## src/rtl/apb_slave_regfile.sv

```systemverilog
// APB responder: bank of 32-bit R/W registers with programmable wait states and error response.
// Optional macro APB_SLV_TXN_CNT_EN adds a read-only transfer-count status word at index NUM_REGS.
module apb_slave_regfile #(
  parameter int unsigned SEL_IDX     = 0,
  parameter int unsigned NUM_REGS    = 16,
  parameter int unsigned WAIT_CYCLES = 0
) (
  input  logic        hclk,
  input  logic        hresetn,
  input  logic [2:0]  psel,
  input  logic        penable,
  input  logic        pwrite,
  input  logic [31:0] paddr,
  input  logic [31:0] pwdata,
  output logic [31:0] prdata,
  output logic        pready,
  output logic        pslverr
);

  localparam int unsigned IDX_W  = $clog2(NUM_REGS);
  localparam int unsigned CNT_W  = 4;
  localparam int unsigned WORD_W = 10;
  localparam logic [1:0]  SEL_BIT = 2'(SEL_IDX);

  typedef enum logic {IDLE, ACCESS} state_t;

  state_t             state_q, state_d;
  logic [CNT_W-1:0]   cnt_q;
  logic [IDX_W-1:0]   idx_q;
  logic               wr_q;
  logic               err_q;
  logic [31:0]        wdata_q;
  logic [31:0]        regs_q [NUM_REGS];

  logic               sel;
  logic [WORD_W-1:0]  word;
  logic               in_range;
  logic               stat_hit;
  logic               setup_err;
  logic [31:0]        rd_mux;
  logic               setup_c;
  logic               done_c;
  logic               wait_c;
  logic               unused_bits;

  assign sel      = psel[SEL_BIT];
  assign word     = paddr[11:2];
  // Power-of-two bank: word < NUM_REGS is exactly "paddr[11:IDX_W+2] == 0".
  assign in_range = (word < WORD_W'(NUM_REGS));
  assign unused_bits = ^{paddr[31:12], paddr[1:0], psel};

`ifdef APB_SLV_TXN_CNT_EN
  logic [15:0] wr_cnt_q;
  logic [15:0] rd_cnt_q;

  assign stat_hit = (word == WORD_W'(NUM_REGS));
`else
  assign stat_hit = 1'b0;
`endif

  // The status word is readable only; writing it is an error.
  assign setup_err = !in_range && !(stat_hit && !pwrite);

  always_comb begin
    rd_mux = '0;
    if (in_range) begin
      rd_mux = regs_q[word[IDX_W-1:0]];
    end
`ifdef APB_SLV_TXN_CNT_EN
    else if (stat_hit) begin
      rd_mux = {wr_cnt_q, rd_cnt_q};
    end
`endif
  end

  // Next-state and handshake decode.
  always_comb begin
    state_d = state_q;
    setup_c = 1'b0;
    done_c  = 1'b0;
    wait_c  = 1'b0;
    pready  = 1'b0;
    pslverr = 1'b0;
    case (state_q)
      IDLE: begin
        if (sel && !penable) begin
          state_d = ACCESS;
          setup_c = 1'b1;
        end
      end
      ACCESS: begin
        if (!sel) begin
          state_d = IDLE;
        end else if (penable) begin
          if (cnt_q == '0) begin
            pready  = 1'b1;
            pslverr = err_q;
            done_c  = 1'b1;
            state_d = IDLE;
          end else begin
            wait_c = 1'b1;
          end
        end
      end
      default: state_d = IDLE;
    endcase
  end

  always_ff @(posedge hclk or negedge hresetn) begin
    if (!hresetn) state_q <= IDLE;
    else          state_q <= state_d;
  end

  // Setup-phase capture and wait countdown.
  always_ff @(posedge hclk or negedge hresetn) begin
    if (!hresetn) begin
      cnt_q   <= '0;
      idx_q   <= '0;
      wr_q    <= 1'b0;
      err_q   <= 1'b0;
      wdata_q <= '0;
      prdata  <= '0;
    end else if (setup_c) begin
      cnt_q   <= CNT_W'(WAIT_CYCLES);
      idx_q   <= word[IDX_W-1:0];
      wr_q    <= pwrite;
      err_q   <= setup_err;
      wdata_q <= pwdata;
      if (!pwrite) prdata <= rd_mux;
    end else if (wait_c) begin
      cnt_q <= cnt_q - 1'b1;
    end
  end

  // Write commits on the completion edge only.
  always_ff @(posedge hclk or negedge hresetn) begin
    if (!hresetn) begin
      for (int i = 0; i < NUM_REGS; i++) regs_q[i] <= '0;
    end else if (done_c && wr_q && !err_q) begin
      regs_q[idx_q] <= wdata_q;
    end
  end

`ifdef APB_SLV_TXN_CNT_EN
  always_ff @(posedge hclk or negedge hresetn) begin
    if (!hresetn) begin
      wr_cnt_q <= '0;
      rd_cnt_q <= '0;
    end else if (done_c && !err_q) begin
      if (wr_q) wr_cnt_q <= wr_cnt_q + 16'd1;
      else      rd_cnt_q <= rd_cnt_q + 16'd1;
    end
  end
`endif

endmodule

```

## config.mk

```make
export PLATFORM = sky130hd
export DESIGN_NAME = apb_slave_regfile
export DESIGN_NICKNAME = d
export VERILOG_FILES = /design/src/rtl/apb_slave_regfile.sv
export SDC_FILE = /design/constraint.sdc
export NUM_CORES = 1
export LEC_CHECK = 0
export ABC_AREA = 1
export BUFFER_PORTS_ARGS = -buffer_cell sky130_fd_sc_hd__buf_2
export CAP_MARGIN = 20
export CORE_ASPECT_RATIO = 0.7
export CORE_MARGIN = 4
export CORE_UTILIZATION = 25
export DETAILED_ROUTE_END_ITERATION = 8
export GPL_TIMING_DRIVEN = 1
export PLACE_DENSITY = 0.47
export SYNTH_ARGS = -nofsm -noshare
export SYNTH_HDL_FRONTEND = slang
export SYNTH_SLANG_ARGS = --single-unit
```

## constraint.sdc

```tcl
create_clock -name hclk -period 4.9 [get_ports hclk]
set_clock_uncertainty 0.2 [all_clocks]
set_input_delay 0.49 -clock hclk [delete_from_list [all_inputs] [get_ports hclk]]
set_output_delay 0.49 -clock hclk [all_outputs]
set_load 0.1 [all_outputs]
```

==> impl_metrics.yaml <==
clock_network:
  cts-htree-levels: 2
  cts_tree: "yes"
  ctsRootBufferMaster: "sky130_fd_sc_hd__clkbuf_16"
  cts_max_path_buffers: 3
  clk_transition_reported_paths_ps: 60
  tritoncts_num_sinks: 587
  clkLatencyLatePin_ps: 640
  post_cts_buffers: 0
  cts_inserted_buffers: 58
detailed_routing:
  wire_per_inst_um: 17.2
  route.detailed.drc: 0
  vias: 22000
  vias_per_cell: 4.38
  antenna_left: 0
  drtPass1Iterations: 5
  1st_iter_drt_viols: 1942
  wirelength_um: 86500
global_route:
  grt_max_degree: 126
  total_track_usage_pct: 15.0
  grt_antenna_before_repair: 2
  grt_first_pass_wirelength_um: 136000
  grt_remaining_overflow: 0
  grt_pass1_vias: 21600
min_path:
  min-delay-path-class: "input port to flop"
timing:
  max_freq_mhz: 333
  worst_hold_slack_after_final_layout_ps: 47.8
  final_min_period_over_clock_period_pct: 61.4
  unrepaired_setup_endpoints_after_global_routing: "false"
  tightestPinTransition_ps: 1080
  timing_hold_violations_final: 0
  slew_headroom_pct: 28.1
  fin_setup_tns_ps: 0
  period_minus_slack_ps: 3010
  setup-violations-final: 0
  setup_ws_ps: 1890
  maxSlewViolCount: 0
logic_synthesis:
  yosys.area.top_type: "sky130_fd_sc_hd__dfrtp_1"
  synth_top_area_share_pct: 53.2
  synth_top_family_by_area: "simple AND/OR/NAND/NOR gates"
  syn_area_um2: 27600
  post_synthesis_adder_cell_area_fraction_pct: 0.0906
  synth.ff_latch_count: 587
  postSynth.topFlopCell: "sky130_fd_sc_hd__dfrtp_1"
  yosys.cell_types.count: 28
  ys.warnings.count: 0
  synth_most_common_cell: "sky130_fd_sc_hd__nand2_1"
  synthTopCellsByArea: "sky130_fd_sc_hd__dfrtp_1 53%, sky130_fd_sc_hd__nand2_1 18%, sky130_fd_sc_hd__nand3_1 7.1%, sky130_fd_sc_hd__inv_1 5.9%, sky130_fd_sc_hd__o21ai_1 5.4%"
  synth-simple-area-share_pct: 26.1
  mappedNetlistNets: 3661
  synth.avg_cell_area_um2: 7.69
  synth.mux.area_fraction_pct: 0
  share_of_synthesized_registers_carrying_an_async_set_or_reset_pct: 100
  post_synth_inst_count: 3588
  synth_enable_flop_cells: 0
  synth-compound-area-share_pct: 10.5
  synth_seq_area_share_pct: 53.2
  synth_cell_count_leaders: "1328 x sky130_fd_sc_hd__nand2_1, 587 x sky130_fd_sc_hd__dfrtp_1, 433 x sky130_fd_sc_hd__inv_1, 390 x sky130_fd_sc_hd__nand3_1, 296 x sky130_fd_sc_hd__o21ai_1"
  synth_xor_xnor_area_share_pct: 0.0317
die:
  die_width_um: 405
  placementRows: 101
  floorplan.initialDensity_pct: 25.3
  design.core.area_um2: 109000
  dieArea_um2: 116000
  chipHeight_um: 286
  design.portCount: 105
placement:
  worst_slack_at_placement_ps: 1450
  post_dp_cell_area_um2: 29100
  place_hpwl_um: 43600
  placed_cells_incl_taps: 4893
  portBuffers: 80
  final_estimated_routing_congestion_in_global_placement: 0.713
critical_path:
  cp-end-kind: "flop"
  arrival_ps: 3370
  critical_path_class: "input port to flop"
  startpoint_type: "input port"
  critical_path_required_ps: 5260
  worstPathMaxFanout: 34
status:
  run_status: "completed"
pwr:
  vdd_ir_drop_max_mv: 0.248
  total_leakage_power_nw: 14.8
  p_per_area_nw_per_um2: 372
  fin_total_pwr_mw: 11.7
flow_run:
  drv.max_cap_violation_count: 0
cells_and_area:
  flow.area_growth_from_synthesis_pct: 13.8
  finalNonFillerCells: 5033
  n_antenna_cell: 0
  final_net_count: 3618
  post_route_cells_drive_above_1_share_pct: 7.30
  layout.core_utilization_pct: 28.8
  finalInstanceArea_um2: 31400
[kinds of logic after synthesis]
family                   after synthesis
AO/OA/AOI/OAI                        555
adder cells (fa/ha/maj)                2
flip-flops                           587
buffers and inverters                684
AND/OR/NAND/NOR                     1759
XOR/XNOR                               1
[what timing repair did]
item / 4_1_cts / 5_1_grt
hold buffers: 33 / 0
endpoints found under the hold margin: 127 / 0
gates resized for setup: 0 / 0
[sequential cells by signal, indices dropped and copies added (netlist names)]
signal,cells
regs_q,512
prdata,32
wdata_q,32
cnt_q,4
idx_q,4
err_q,1
state_q,1
wr_q,1
[final timing paths]
kind                             from     endpoint  slack (ps)  depth (start not counted)
min in group asynchronous     hresetn   wdata_q[7]         310                          2
max reg2reg                  cnt_q[0]   regs_q[68]        1960                         10
max in group asynchronous     hresetn   regs_q[67]        2960                          3
max                           penable   prdata[19]        1890                         10
min reg2reg                prdata[12]   prdata[12]         270                          2
min                        pwdata[20]  wdata_q[20]          50                          3
[worst max-delay path, cell delays in order]
cell	delay (ps)
sky130_fd_sc_hd__dlygate4sd3_1	530
sky130_fd_sc_hd__buf_2	150
sky130_fd_sc_hd__nor3_4	170
sky130_fd_sc_hd__inv_1	120
sky130_fd_sc_hd__or2_2	280
sky130_fd_sc_hd__buf_4	320
sky130_fd_sc_hd__nor2_4	170
sky130_fd_sc_hd__buf_4	540
sky130_fd_sc_hd__nand2_1	380
sky130_fd_sc_hd__nand2_1	140
[cell usage in the layout, fill, tap and decap left out, drive strengths merged]
cell type,n
nand2,1341
dfrtp,587
o21ai,553
inv,435
nand3,391
buf,113
clkbuf,91
dlygate4sd3,33
nor2,21
clkinv,8
bufinv,5
nor3,3
ha,2
clkinvlp,2
or2,1
nor4,1
nand4,1
o21a,1
xor2,1
o22ai,1
[power by group]
group	internal [mW]	leakage [nW]	switching (mW)
combinational	0.413	5.74	1.17
sequential	5.21	8.12	0.170
clock	2.71	0.964	2.01
total	8.34	14.8	3.36
[area by class of cell]
class                      instances  area (µm²)
fill                           11900       77700
timing repair buffer             146        1130
multi-input combinational       2317       10200
tap                             1442        1800
clock inverter                    15         213
sequential                       587       14700
inverter                         435        1640
clock buffer                      91        1760
[layer usage]
layer,routed length (µm),global-route usage (%),up-vias
li1,-,-,11100
met5,13,0,-
met2,37900,23.9,391
met4,1020,2.20,2
met1,43800,22.0,10500
met3,3780,2.30,79
Note: power is estimated with default switching activity, not from simulation.
